**src/rtl/cpu_pkg.sv**
```systemverilog
// Shared CPU definitions: PC-source and sequencer state encodings, halt idiom, imem width.
package cpu_pkg;

   localparam int          IMEM_AW    = 12;
   localparam logic [31:0] INSTR_HALT = 32'h0000_0000;

   typedef enum logic [1:0] {
      PCSRC_SEQ    = 2'b00,
      PCSRC_BRANCH = 2'b01,
      PCSRC_JAL    = 2'b10,
      PCSRC_JALR   = 2'b11
   } pcsrc_e;

   typedef enum logic [1:0] {
      PCS_RUN,
      PCS_FLUSH,
      PCS_HALTED
   } pcseq_state_e;

   // True when the resolved control-transfer actually leaves the sequential path.
   function automatic logic takes_redirect(input logic [1:0] pcsrc, input logic taken);
      logic hit;
      hit = 1'b0;
      case (pcsrc)
         PCSRC_BRANCH: hit = taken;
         PCSRC_JAL,
         PCSRC_JALR:   hit = 1'b1;
         default:      hit = 1'b0;
      endcase
      return hit;
   endfunction

endpackage

```
**src/rtl/pc_seq_if.sv**
```systemverilog
// Fetch/EX bus between the pipeline and pc_sequencer: EX redirect inputs plus the fetch-side PC.
interface pc_seq_if #(
   parameter int PC_W = 12
);
   logic            br_valid_EX;
   logic [1:0]      pcsrc_EX;
   logic            br_taken_EX;
   logic [PC_W-1:0] br_target_EX;
   logic [31:0]     jalr_target_EX;
   logic [31:0]     instr_F;
   logic [PC_W-1:0] pc;
   logic            flush_F;

   modport master (
      output br_valid_EX, pcsrc_EX, br_taken_EX, br_target_EX, jalr_target_EX, instr_F,
      input  pc, flush_F
   );

   modport slave (
      input  br_valid_EX, pcsrc_EX, br_taken_EX, br_target_EX, jalr_target_EX, instr_F,
      output pc, flush_F
   );
endinterface

```
**src/rtl/halt_detect.sv**
```systemverilog
// Counts consecutive unflushed, unstalled all-zero fetches and flags the one that completes the HALT idiom.
module halt_detect
   import cpu_pkg::*;
#(
   parameter int HALT_ZEROS = 2
) (
   input  logic        clk,
   input  logic        rst,
   input  logic [31:0] instr_F,
   input  logic        flush_F,
   input  logic        stall_in,
   input  logic        clear,
   output logic        halt_hit
);

   logic [3:0] zero_cnt_q;
   logic [3:0] zero_cnt_d;
   logic       is_zero;
   logic       count_zero;

   always_comb begin
      is_zero    = (instr_F == INSTR_HALT);
      count_zero = !clear && !flush_F && is_zero && !stall_in;
      zero_cnt_d = zero_cnt_q;
      if (clear) begin
         zero_cnt_d = 4'd0;
      end else if (!flush_F) begin
         if (!is_zero) begin
            zero_cnt_d = 4'd0;
         end else if (!stall_in && zero_cnt_q != 4'd15) begin
            zero_cnt_d = zero_cnt_q + 4'd1;
         end
      end
      // Fire on the cycle the final zero is in F so the PC never advances past it.
      halt_hit = count_zero && (({1'b0, zero_cnt_q} + 5'd1) == 5'(HALT_ZEROS));
   end

   always_ff @(posedge clk) begin
      if (rst) begin
         zero_cnt_q <= 4'd0;
      end else begin
         zero_cnt_q <= zero_cnt_d;
      end
   end

endmodule

```
**src/rtl/pc_sequencer.sv**
```systemverilog
// Fetch PC sequencer: EX-stage redirects with a two-bubble squash, stall hold, HALT idiom detection.
// Optional performance counters are built when PC_SEQ_PERF_EN is defined.
module pc_sequencer
   import cpu_pkg::*;
#(
   parameter int              PC_W       = IMEM_AW,
   parameter logic [PC_W-1:0] RESET_PC   = '0,
   parameter int              HALT_ZEROS = 2
) (
   input  logic        clk,
   input  logic        rst,
   input  logic        stall_in,
   input  logic        resume,
   pc_seq_if.slave     bus,
   output logic        halted,
   output logic        misalign_err
`ifdef PC_SEQ_PERF_EN
   ,
   output logic [31:0] redirect_cnt,
   output logic [31:0] flush_cnt,
   output logic [31:0] stall_cnt
`endif
);

   pcseq_state_e    state_q;
   pcseq_state_e    state_d;
   logic [PC_W-1:0] pc_q;
   logic [PC_W-1:0] pc_d;
   logic [PC_W-1:0] pc_inc;
   logic [PC_W-1:0] redirect_target;
   logic            misalign_q;
   logic            misalign_d;
   logic            redirect;
   logic            jalr_sel;
   logic            flush_F;
   logic            halt_hit;
   logic            hd_clear;
   logic            unused_jalr_hi;

   assign unused_jalr_hi = ^bus.jalr_target_EX[31:PC_W+2];

   // Redirect decode; branch inputs only count while running.
   always_comb begin
      jalr_sel        = (bus.pcsrc_EX == PCSRC_JALR);
      redirect        = (state_q == PCS_RUN) && bus.br_valid_EX
                        && takes_redirect(bus.pcsrc_EX, bus.br_taken_EX);
      redirect_target = jalr_sel ? bus.jalr_target_EX[PC_W+1:2] : bus.br_target_EX;
      pc_inc          = pc_q + PC_W'(1);
   end

   always_ff @(posedge clk) begin
      if (rst) begin
         state_q    <= PCS_RUN;
         pc_q       <= RESET_PC;
         misalign_q <= 1'b0;
      end else begin
         state_q    <= state_d;
         pc_q       <= pc_d;
         misalign_q <= misalign_d;
      end
   end

   // A redirect outranks both a stall and a completing halt idiom: the branch is older.
   always_comb begin
      state_d    = state_q;
      pc_d       = pc_q;
      misalign_d = 1'b0;
      case (state_q)
         PCS_RUN: begin
            if (redirect) begin
               state_d    = PCS_FLUSH;
               pc_d       = redirect_target;
               misalign_d = jalr_sel && (bus.jalr_target_EX[1:0] != 2'b00);
            end else if (halt_hit) begin
               state_d = PCS_HALTED;
            end else if (!stall_in) begin
               pc_d = pc_inc;
            end
         end
         PCS_FLUSH: begin
            state_d = PCS_RUN;
            if (!stall_in) begin
               pc_d = pc_inc;
            end
         end
         PCS_HALTED: begin
            if (resume) begin
               state_d = PCS_RUN;
               pc_d    = pc_inc;
            end
         end
         default: state_d = PCS_RUN;
      endcase
   end

   always_comb begin
      flush_F = 1'b0;
      halted  = 1'b0;
      case (state_q)
         PCS_RUN:    flush_F = redirect;
         PCS_FLUSH:  flush_F = 1'b1;
         PCS_HALTED: begin
            flush_F = 1'b1;
            halted  = 1'b1;
         end
         default:    flush_F = 1'b0;
      endcase
   end

   assign bus.pc       = pc_q;
   assign bus.flush_F  = flush_F;
   assign misalign_err = misalign_q;

   // The zero count restarts after any redirect and never advances outside RUN.
   assign hd_clear = redirect || (state_q != PCS_RUN);

   halt_detect #(
      .HALT_ZEROS (HALT_ZEROS)
   ) u_halt_detect (
      .clk      (clk),
      .rst      (rst),
      .instr_F  (bus.instr_F),
      .flush_F  (flush_F),
      .stall_in (stall_in),
      .clear    (hd_clear),
      .halt_hit (halt_hit)
   );

`ifdef PC_SEQ_PERF_EN
   logic [31:0] redirect_cnt_q;
   logic [31:0] redirect_cnt_d;
   logic [31:0] flush_cnt_q;
   logic [31:0] flush_cnt_d;
   logic [31:0] stall_cnt_q;
   logic [31:0] stall_cnt_d;

   always_comb begin
      redirect_cnt_d = redirect_cnt_q + {31'd0, redirect};
      flush_cnt_d    = flush_cnt_q + {31'd0, flush_F};
      stall_cnt_d    = stall_cnt_q + {31'd0, stall_in};
   end

   always_ff @(posedge clk) begin
      if (rst) begin
         redirect_cnt_q <= 32'd0;
         flush_cnt_q    <= 32'd0;
         stall_cnt_q    <= 32'd0;
      end else begin
         redirect_cnt_q <= redirect_cnt_d;
         flush_cnt_q    <= flush_cnt_d;
         stall_cnt_q    <= stall_cnt_d;
      end
   end

   assign redirect_cnt = redirect_cnt_q;
   assign flush_cnt    = flush_cnt_q;
   assign stall_cnt    = stall_cnt_q;
`endif

endmodule

```
**src/flat_wrapper.sv**
```systemverilog
// flat-port wrapper written by rule: the top's interface ports become plain ports
module pc_sequencer_flat import cpu_pkg::*;
#(
   parameter int              PC_W       = IMEM_AW,
   parameter logic [PC_W-1:0] RESET_PC   = '0,
   parameter int              HALT_ZEROS = 2
)
  (clk, rst, stall_in, resume, halted, misalign_err, bus_br_valid_EX, bus_pcsrc_EX, bus_br_taken_EX, bus_br_target_EX, bus_jalr_target_EX, bus_instr_F, bus_pc, bus_flush_F);
  pc_seq_if #(.PC_W(PC_W)) bus_i ();
  input  logic clk;
  input  logic rst;
  input  logic stall_in;
  input  logic resume;
  output logic halted;
  output logic misalign_err;
  input wire logic [$bits(bus_i.br_valid_EX)-1:0] bus_br_valid_EX;
  input wire logic [$bits(bus_i.pcsrc_EX)-1:0] bus_pcsrc_EX;
  input wire logic [$bits(bus_i.br_taken_EX)-1:0] bus_br_taken_EX;
  input wire logic [$bits(bus_i.br_target_EX)-1:0] bus_br_target_EX;
  input wire logic [$bits(bus_i.jalr_target_EX)-1:0] bus_jalr_target_EX;
  input wire logic [$bits(bus_i.instr_F)-1:0] bus_instr_F;
  output wire logic [$bits(bus_i.pc)-1:0] bus_pc;
  output wire logic [$bits(bus_i.flush_F)-1:0] bus_flush_F;
  assign bus_i.br_valid_EX = bus_br_valid_EX;
  assign bus_i.pcsrc_EX = bus_pcsrc_EX;
  assign bus_i.br_taken_EX = bus_br_taken_EX;
  assign bus_i.br_target_EX = bus_br_target_EX;
  assign bus_i.jalr_target_EX = bus_jalr_target_EX;
  assign bus_i.instr_F = bus_instr_F;
  assign bus_pc = bus_i.pc;
  assign bus_flush_F = bus_i.flush_F;
  pc_sequencer #(.PC_W(PC_W), .RESET_PC(RESET_PC), .HALT_ZEROS(HALT_ZEROS)) u_core (.clk(clk), .rst(rst), .stall_in(stall_in), .resume(resume), .bus(bus_i), .halted(halted), .misalign_err(misalign_err));
endmodule
```
**config.mk**
```make
export PLATFORM = sky130hd
export DESIGN_NAME = pc_sequencer_flat
export DESIGN_NICKNAME = d
export VERILOG_FILES = /design/src/rtl/cpu_pkg.sv /design/src/rtl/pc_seq_if.sv /design/src/rtl/halt_detect.sv /design/src/rtl/pc_sequencer.sv /design/src/flat_wrapper.sv
export SDC_FILE = /design/constraint.sdc
export NUM_CORES = 1
export LEC_CHECK = 0
export ABC_CLOCK_PERIOD_IN_PS = 4080
export CELL_PAD_IN_SITES_DETAIL_PLACEMENT = 1
export CELL_PAD_IN_SITES_GLOBAL_PLACEMENT = 2
export CORE_MARGIN = 5
export CORE_UTILIZATION = 21
export DETAILED_ROUTE_END_ITERATION = 16
export HOLD_SLACK_MARGIN = 0.08
export PLACE_DENSITY = 0.88
export SYNTH_ARGS = -nofsm -noshare
export SYNTH_HDL_FRONTEND = slang
export SYNTH_SLANG_ARGS = --single-unit
```
**constraint.sdc**
```tcl
create_clock -name clk -period 4.08 [get_ports clk]
set_input_delay 0.408 -clock clk [delete_from_list [all_inputs] [get_ports clk]]
set_output_delay 0.408 -clock clk [all_outputs]
set_load 0.005 [all_outputs]
```
==> flow_metrics.tcl <==
set metrics [dict create \
    cts_tree "yes" \
    clock_sink_count 19 \
    fmax_mhz 316.2 \
    reg2reg_from "u_core.state_q[0]" \
    r2r-end "u_core.bus.pc[0]" \
    vias_per_cell 5.214 \
    ys_ff_latch 19 \
    crit_path_end_kind "output port" \
    num_io_pins 99 \
    rr_worst_depth 7 \
    first_pass_iters 4 \
    cts.repair.resized 0 \
    fillers 1024 \
    grt_max_degree 20 \
    leakage_uw 0.0008976 \
    initial_core_util 0.2179 \
    synthAdderAreaFrac 0.04844 \
    die_y_um 102.8 \
    nNetsFinal 413 \
    row_count 33 \
    synth_edf_count 0 \
    first_global_vias 2368 \
    multi_input_area_um2 1326 \
    fin_crit_ps 3163 \
    setup_violations 0 \
    synthSimpleGateAreaFrac 0.3107 \
    synth_compound_area_frac 0.2830 \
    netlist_instances 253 \
    track_usage 0.1277 \
    synthToLayoutAreaGrowth_pct 50.66 \
    maxSlewViolCount 0 \
    diodes 0 \
    drt-initial-drc-count 57 \
    clk_pin_slew_ps 80 \
    post_cts_buffers 0 \
    clock_latency_ps 260 \
    design_area_um2 2724 \
    criticalPathCategory "flip-flop to output port" \
    grt_overflow 0 \
    tns_ps 0 \
    htree_levels 1 \
    worst_slew_margin_rel 0.4390 \
    clock-skew-final_ps 4.752 \
    powerDensity_nw_per_um2 207.6 \
    synth_top_family_by_area "simple AND/OR/NAND/NOR gates" \
    clock_path_buffers 2 \
    via_count 2221 \
    drive_gt1_frac 0.04361 \
    peakVddDrop_uv 112.7 \
    yosysWarnings 0 \
    core_area_um2 8299 \
    period_share 0.7752 \
    swShare 0.3196 \
    worst_ep_required_time_ps 3670 \
    place_hpwl_um 5274 \
    async_flop_share 0 \
    p_int_uw 384.8 \
    worstPathMaxFanout 19 \
    die-area_um2 10560 \
    ant_nets 0 \
    synth_ff_type "dfxtp_1" \
    cts_hold_buf 0 \
    gp_congestion 0.8036 \
    cts_made_buffers 3 \
    hp-start "u_core.u_halt_detect.zero_cnt_q[3]" \
    regToRegSetupSlack_ps 970 \
    synthMuxAreaShare 0.05744 \
    synth_nets 344 \
    status "finished, final reports clean" \
    switching_power_uw 180.7 \
    avgRoutedWirePerCell_um 15.92 \
    portBuffers 80 \
    sequentialPowerShare 0.385 \
    grt_pass1_wl_um 10970 \
    cp_data_arrival_time_ps 2750 \
    synth_area_per_cell_um2 7.146 \
    synth_area_um2 1808 \
    placed_cell_area_um2 2678 \
    die_w_um 102.8 \
    hold_end "u_core.u_halt_detect.zero_cnt_q[3]" \
    hold_viol_final 0 \
    synth_xor_area_frac 0.03391 \
    holdPathStages 2 \
    routed_wl_um 6784 \
    tightest_slew_ps 838.8 \
    rsz0062_at_grt "no" \
    maxCapViolCount 0 \
    startpoint_type "flip-flop" \
    power_frac_comb 0.368 \
    power_frac_clock 0.247 \
    min_path_type "flip-flop to flip-flop" \
    ys_seq_area_frac 0.2104 \
    drc_errors 0 \
    synth.distinct_cells 52 \
    seq_area_um2 380.4 \
    antenna_found_initial 0 \
    cts_root_buf "clkbuf_8" \
]
cell usage after synthesis (4+ instances only):
cell type | count | share of area
a311oi_1 | 4 | 0.019
nand2_1 | 19 | 0.039
xnor2_1 | 5 | 0.024
a31oi_1 | 4 | 0.014
o21ai_0 | 15 | 0.042
ha_1 | 7 | 0.048
a21oi_1 | 24 | 0.066
nor4_1 | 16 | 0.055
nor3_1 | 9 | 0.025
a211oi_1 | 9 | 0.037
or3_1 | 5 | 0.017
or4_1 | 8 | 0.033
dfxtp_1 | 19 | 0.21
nor2_1 | 20 | 0.042
clkbuf_1 | 13 | 0.027
inv_1 | 6 | 0.012
mux2i_1 | 7 | 0.039
o31ai_1 | 4 | 0.017
nand3_1 | 12 | 0.033
sequential cells by signal, indices dropped and copies added, names as in the netlist:
| name | cells |
|---|---|
| u_core.misalign_err | 1 |
| u_core.bus.pc | 12 |
| u_core.state_q | 2 |
| u_core.u_halt_detect.zero_cnt_q | 4 |
how the worst max path moves through the flow:
stage,start,endpoint,slack (ps)
after floorplan,bus_instr_F[26],u_core.u_halt_detect.zero_cnt_q[3],1710
after global placement,bus_pcsrc_EX[0],u_core.bus.pc[6],1060
after detailed placement,bus_pcsrc_EX[0],u_core.bus.pc[0],970
after CTS,u_core.state_q[0],bus_flush_F,900
after global routing,u_core.state_q[0],u_core.bus.pc[0],690
final,u_core.state_q[0],bus_flush_F,920
kinds of logic (layout without fill, tap and decap cells):
family,Yosys count,in the layout
flip-flops,19,19
AND/OR/NAND/NOR,106,106
buffers and inverters,25,93
XOR/XNOR,7,7
AO/OA/AOI/OAI,79,79
adder cells (fa/ha/maj),7,7
multiplexers,10,10
power groups by stage:
stage	Sequential (uW)	Clock, uW	Combinational, uW
after floorplan	216	0	96.1
after global placement	221	0	204
after detailed placement	222	0	210
after CTS	218	142	211
after global routing	220	151	228
final	218	140	208
cells in the final DEF, fill, tap and decap left out, types with 3 or more instances in the layout:
master           instances
dfxtp_1                 19
nor2b_1                  3
o21ai_0                 15
inv_1                    6
or3_1                    5
mux2i_1                  7
or4_1                    8
mux2_2                   3
o31ai_1                  4
nor2_1                  20
nand3_1                 12
xnor2_1                  5
a211oi_1                 9
and3_1                   3
o21ai_1                  3
a311oi_1                 4
ha_1                     7
clkbuf_8                 3
nand2_1                 19
nor4_1                  16
nor3_1                   9
clkdlybuf4s50_1         80
a21oi_1                 24
a31oi_1                  4
metal layers:
layer | track usage | share of wire
met1 | 0.1419 | 0.42
met2 | 0.2502 | 0.51
met3 | 0.02977 | 0.065
met4 | 0.01793 | 0.0031
met5 | 0 | 0
critical path, stage by stage (launching register included):
cell,delay [ps]
dfxtp_1,410
inv_1,90
ha_1,730
clkinv_2,340
a21oi_4,340
clkdlybuf4s50_1,580
stage by stage:
step	std cells	hold WS (ps)	setup slack [ps]	util	total power, uW
after global routing	426	590.2	692.1	0.3282	598.7
after CTS	426	538.6	902.6	0.3282	570.6
after floorplan	253	480.4	1709	-	312.4
final	426	540.4	917.3	0.3282	565.5
after global placement	422	521.0	1065	0.3226	425.9
after detailed placement	422	527.4	966.4	0.3226	432.0
area by class of cell:
class	instances	area share
clock buffer	3	0.01516
tap	105	0.04823
clock inverter	1	0.001837
timing repair buffer	81	0.2967
inverter	8	0.01148
multi-input combinational	209	0.4869
sequential	19	0.1396
Power figures use the tool's default switching activity.
